### config.mk
export PLATFORM = sky130hd
export DESIGN_NAME = frame_sequencer
export DESIGN_NICKNAME = d
export VERILOG_FILES = /design/src/rtl/frame_sequencer.sv
export SDC_FILE = /design/constraint.sdc
export NUM_CORES = 1
export LEC_CHECK = 0
export CAP_MARGIN = 20
export CORE_MARGIN = 2
export CORE_UTILIZATION = 50
export CTS_BUF_LIST = sky130_fd_sc_hd__clkbuf_8
export CTS_CLUSTER_DIAMETER = 50
export CTS_CLUSTER_SIZE = 28
export DETAILED_ROUTE_END_ITERATION = 10
export PLACE_DENSITY = 0.86
export SETUP_SLACK_MARGIN = 0.2
export SYNTH_ARGS = -nofsm -noshare
export SYNTH_HDL_FRONTEND = slang
export SYNTH_SLANG_ARGS = --single-unit
export TNS_END_PERCENT = 100
### constraint.sdc
create_clock -name clk -period 2.7 [get_ports clk]
set_input_delay 0.405 -clock clk [delete_from_list [all_inputs] [get_ports clk]]
set_output_delay 0.405 -clock clk [all_outputs]
set_load 0.005 [all_outputs]
### src/rtl/frame_sequencer.sv
// Frame sequencer: streams one N-pixel frame into an external filter, waits for
// the filter's result burst and forwards it to the sink, flagging count and timeout faults.
module frame_sequencer #(
    parameter int unsigned IMG_WIDTH  = 410,
    parameter int unsigned IMG_HEIGHT = 361,
    parameter int unsigned DEPTH      = 8,
    parameter int unsigned TIMEOUT    = 1048575
) (
    input  logic             clk,
    input  logic             rst,
    input  logic             start,
    input  logic             in_valid,
    input  logic [DEPTH-1:0] in_pixel,
    output logic             in_ready,
    output logic [DEPTH-1:0] flt_pixel,
    output logic             flt_enable,
    output logic             flt_enable_process,
    input  logic [DEPTH-1:0] flt_image_output,
    input  logic             flt_finish,
    output logic [DEPTH-1:0] out_pixel,
    output logic             out_valid,
    output logic             busy,
    output logic             done,
    output logic             count_error,
    output logic             timeout
);

    localparam int unsigned N     = IMG_WIDTH * IMG_HEIGHT;
    localparam int unsigned CNT_W = $clog2(N + 1);
    localparam int unsigned TMR_W = $clog2(TIMEOUT + 1);

    typedef enum logic [2:0] {
        S_IDLE,
        S_LOAD,
        S_START,
        S_WAIT_FIN,
        S_DRAIN,
        S_DONE
    } state_e;

    state_e             state_q, state_d;
    logic [CNT_W-1:0]   load_cnt_q, load_cnt_d;
    logic [CNT_W-1:0]   out_cnt_q, out_cnt_d;
    logic [TMR_W-1:0]   timer_q, timer_d;
    logic               in_ready_q, in_ready_d;
    logic [DEPTH-1:0]   flt_pixel_q, flt_pixel_d;
    logic               flt_enable_q, flt_enable_d;
    logic               flt_proc_q, flt_proc_d;
    logic [DEPTH-1:0]   out_pixel_q, out_pixel_d;
    logic               out_valid_q, out_valid_d;
    logic               busy_q, busy_d;
    logic               done_q, done_d;
    logic               count_error_q, count_error_d;
    logic               timeout_q, timeout_d;

    // State and registered outputs
    always_ff @(posedge clk or posedge rst) begin
        if (rst) begin
            state_q       <= S_IDLE;
            load_cnt_q    <= '0;
            out_cnt_q     <= '0;
            timer_q       <= '0;
            in_ready_q    <= 1'b0;
            flt_pixel_q   <= '0;
            flt_enable_q  <= 1'b0;
            flt_proc_q    <= 1'b0;
            out_pixel_q   <= '0;
            out_valid_q   <= 1'b0;
            busy_q        <= 1'b0;
            done_q        <= 1'b0;
            count_error_q <= 1'b0;
            timeout_q     <= 1'b0;
        end else begin
            state_q       <= state_d;
            load_cnt_q    <= load_cnt_d;
            out_cnt_q     <= out_cnt_d;
            timer_q       <= timer_d;
            in_ready_q    <= in_ready_d;
            flt_pixel_q   <= flt_pixel_d;
            flt_enable_q  <= flt_enable_d;
            flt_proc_q    <= flt_proc_d;
            out_pixel_q   <= out_pixel_d;
            out_valid_q   <= out_valid_d;
            busy_q        <= busy_d;
            done_q        <= done_d;
            count_error_q <= count_error_d;
            timeout_q     <= timeout_d;
        end
    end

    // Next state; level outputs are decoded from the next state so they line up with it
    always_comb begin
        state_d       = state_q;
        load_cnt_d    = load_cnt_q;
        out_cnt_d     = out_cnt_q;
        timer_d       = timer_q;
        flt_pixel_d   = flt_pixel_q;
        flt_enable_d  = 1'b0;
        out_pixel_d   = out_pixel_q;
        out_valid_d   = 1'b0;
        count_error_d = count_error_q;
        timeout_d     = timeout_q;

        case (state_q)
            S_IDLE: begin
                if (start) begin
                    state_d       = S_LOAD;
                    load_cnt_d    = '0;
                    out_cnt_d     = '0;
                    timer_d       = '0;
                    count_error_d = 1'b0;
                    timeout_d     = 1'b0;
                end
            end
            S_LOAD: begin
                if (in_valid && in_ready_q) begin
                    flt_pixel_d  = in_pixel;
                    flt_enable_d = 1'b1;
                    load_cnt_d   = load_cnt_q + CNT_W'(1);
                    if (load_cnt_q == CNT_W'(N - 1)) begin
                        state_d = S_START;
                    end
                end
            end
            S_START: begin
                state_d = S_WAIT_FIN;
            end
            S_WAIT_FIN: begin
                timer_d = timer_q + TMR_W'(1);
                // The finish edge that ends the wait already carries the first result
                if (flt_finish) begin
                    out_pixel_d = flt_image_output;
                    out_valid_d = 1'b1;
                    out_cnt_d   = out_cnt_q + CNT_W'(1);
                    state_d     = S_DRAIN;
                end else if (timer_q == TMR_W'(TIMEOUT - 1)) begin
                    timeout_d = 1'b1;
                    state_d   = S_DONE;
                end
            end
            S_DRAIN: begin
                if (flt_finish) begin
                    out_pixel_d = flt_image_output;
                    out_valid_d = 1'b1;
                    if (out_cnt_q != CNT_W'(N + 1)) begin
                        out_cnt_d = out_cnt_q + CNT_W'(1);
                    end
                end else begin
                    count_error_d = (out_cnt_q != CNT_W'(N));
                    state_d       = S_DONE;
                end
            end
            S_DONE: begin
                state_d = S_IDLE;
            end
            default: begin
                state_d = S_IDLE;
            end
        endcase

        in_ready_d = (state_d == S_LOAD);
        busy_d     = (state_d != S_IDLE);
        done_d     = (state_d == S_DONE);
        flt_proc_d = (state_d == S_START) || (state_d == S_WAIT_FIN) || (state_d == S_DRAIN);
    end

    assign in_ready           = in_ready_q;
    assign flt_pixel          = flt_pixel_q;
    assign flt_enable         = flt_enable_q;
    assign flt_enable_process = flt_proc_q;
    assign out_pixel          = out_pixel_q;
    assign out_valid          = out_valid_q;
    assign busy               = busy_q;
    assign done               = done_q;
    assign count_error        = count_error_q;
    assign timeout            = timeout_q;

endmodule

==> results.ini <==
[outcome]
outcome = complete, no violations

[sta]
grt_setup_unrepaired = no
min_period_ps = 2226
fin_setup_tns_ps = 0
slew_viol_final = 0
period_share_pct = 82.44
hold_ws_ps = 476.1
setup_slack_ps = 474.1
clock-skew-final_ps = 9.279
setup_viol = 0
tightest_slew_ps = 642.5
max_freq_ghz = 0.4493
relSlewSlack_pct = 57.08
hold_viol = 0

[worst_setup_path]
r2r_cells = 5
r2r_slack_ps = 470
start_kind = register
cp.required_ps = 2950
critical_path.max_fanout = 14
arrival_ps = 2480
critical-path-slowest-cell = dfrtp_1
path_delay_family = simple AND/OR/NAND/NOR gates
worstSetupPathDepth = 5
crit_path_end = out_cnt_q[12]
regToRegStartpoint = state_q[2]
crit_buf_inv = 0
critPathKind = reg -> reg
worstSetupStartpoint = state_q[2]
cpPeakStageDelay_ps = 550
crit_chain = or3b_1, o211ai_4, o21ai_4, or2_4, o41ai_2
timing.rr.end = out_cnt_q[12]
crit_path_end_kind = register

[floorplan]
start_util_pct = 50.97
core_area_um2 = 8093
die-area_um2 = 8993
rows = 33
io_pins = 45
die_y_um = 94.83
die_w_um = 94.83

[layout]
final_core_util_pct = 61.07
areaGrowthSynthToFinish_pct = 19.81
antenna_cells = 0
drive_gt1_share_pct = 10.77
layout_commonest_cell = dfrtp_1
fin_nets = 478
final_cell_mix = dfrtp_1 (83), clkdlybuf4s50_1 (44), nand2_1 (37), nor2_1 (33), nand3_1 (26)

[clocking]
clock_latency_ps = 350
cts_made_buffers = 9
cts-root-buf = clkbuf_8
cts_resized = 0
cts_sinks = 83
cts_max_level = 3
clkSlewWorstSetupHoldPaths_ps = 80
clk_path_buf_depth = 2
holdBufCountCts = 0
cts_tree = yes
cts_setup_buffers = 0

[pwr]
powerDensity_nw_per_um2 = 551.7
power_leakage_nw = 2.189
p_sw_w = 0.0006870
internal_power_w = 0.002040
power_frac_comb_pct = 12.2
switching_share_pct = 25.19
power_frac_seq_pct = 52.1
pwr-share-clk_pct = 35.7
peakVddDrop_uv = 350.5

[detailed_routing]
drt-total-wl_um = 8375
dr.pass1.iters = 4
routedWlPerCell_um = 14.96
num_vias = 3239
route.detailed.drc = 0
avgViaCountPerCell = 5.784
drt_iter0_drc = 279
ant_nets = 0

[logic_synthesis]
syn_area_um2 = 4125
synth_edf_count = 0
synth_cells = 400
yosysTopAreaCell = dfrtp_1
synth-async-reset-ratio_pct = 100.0
yosys-top-cells-area = dfrtp_1 (50%), mux2_2 (3.5%), nand2_1 (3.4%), xor2_1 (3.2%), nand3_1 (3.2%)
synth_seq_area_share_pct = 50.35
synth-seq-cells = 83
yosys.cell_types.count = 54
yosys_warnings = 0
synth.avg_cell_area_um2 = 10.31
yosysTopAreaCellShare_pct = 50.35
ys.flop_type = dfrtp_1
syn_nets = 427

[global_routing]
grt_overflow = 0
met3_usage_pct = 3.432
grt_first_pass_wirelength_um = 14830
antenna_found_initial = 0
use_met2_pct = 34.69
grt_pass1_vias = 3269
grt_use_met1_pct = 26.39
grtUsageTotal_pct = 20.81
grt_max_degree = 30
gr-max-usage-layer = met2

[worst_hold_path]
min_path_type = in -> async

[placed_design]
portBuffers = 44
dp_hpwl_um = 5982
place_congestion = 0.8715
post-place-ws_ps = 221.2

[job]
drv_cap = 0

[worst min-delay path by stage]
stage	to	slack [ps]	cells after the start
global placement	timer_q[13]	460	1
floorplan	timer_q[13]	440	1
CTS	timer_q[13]	480	1
finish	busy	480	2
global route	timer_q[13]	500	1
detailed placement	timer_q[13]	470	1
[worst register-to-register path, delay by kind of cell (launching register included)]
| family | cells | cell delay (ps) |
|---|---|---|
| and+or+nand+nor | 2 | 800 |
| AOI/OAI and AO/OA | 3 | 790 |
| DFF | 1 | 550 |
[sequential cells by signal, indices dropped and copies added (netlist names)]
signal and flops:
timer_q 20, out_valid 1, timeout 1, done 1, out_pixel 8, out_cnt_q 18, load_cnt_q 18, count_error 1
flt_enable_process 1, flt_pixel 8, busy 1, in_ready 1, state_q 3, flt_enable 1
[Yosys cell counts (2+ instances only)]
cell type   n
o31a_1      2
nor2_1     33
nand2b_1    3
xnor2_1     3
a31oi_1     3
mux2i_1    12
nor4b_1     4
o21a_1      2
buf_2       5
nand2_1    37
nand3_1    26
nand4_1    17
and4_1      6
nand3b_1    2
mux2_2     13
or4_1       6
o211ai_2    2
a21oi_1    11
nor3_1      5
inv_1      15
mux2_1      3
and3_1      6
or3_1       4
clkbuf_1    8
o21ai_0    24
o31ai_1     9
nor3b_1     2
ha_1        6
dfrtp_1    83
xor2_1     15
o211ai_1   10
[routing by layer]
metal,vias to the layer above,share of wire [%]
met4,0,2.2
li1,1558,-
met5,-,0
met3,16,4.8
met2,89,50
met1,1576,43
[final cells by class]
type | count | area [um^2]
clock buffer | 10 | 137.6
clock inverter | 5 | 78.83
fill | 658 | 3151
inverter | 15 | 60.06
multi-input combinational | 289 | 1937
sequential | 83 | 2077
tap | 105 | 131.4
timing repair buffer | 53 | 520.5
[power by group through the flow]
stage | Combinational [W] | Sequential (W) | Clock [W]
floorplan | 0.000186 | 0.00142 | 0
global placement | 0.000323 | 0.00143 | 0
detailed placement | 0.000336 | 0.00144 | 0
CTS | 0.000337 | 0.00142 | 0.000991
global route | 0.000375 | 0.00144 | 0.00104
finish | 0.000332 | 0.00142 | 0.000974
[metrics by stage]
stage	power (W)	cell area [um^2]	instances
5_1_grt	0.002854	4942	560
3_5_place_dp	0.001777	4726	545
2_1_floorplan	0.001610	4129	400
3_3_place_gp	0.001758	4726	545
4_1_cts	0.002747	4942	560
6_report	0.002727	4942	560
[kinds of logic after synthesis]
| logic type | synth area share (%) |
|---|---|
| xor gates and xnor gates | 3.822 |
| DFF | 50.35 |
| adders and majority gates | 1.820 |
| and+or+nand+nor | 21.60 |
| muxes | 7.279 |
| buffers and inverters | 2.699 |
| AOI/OAI and AO/OA | 12.44 |
Power figures use the tool's default switching activity.
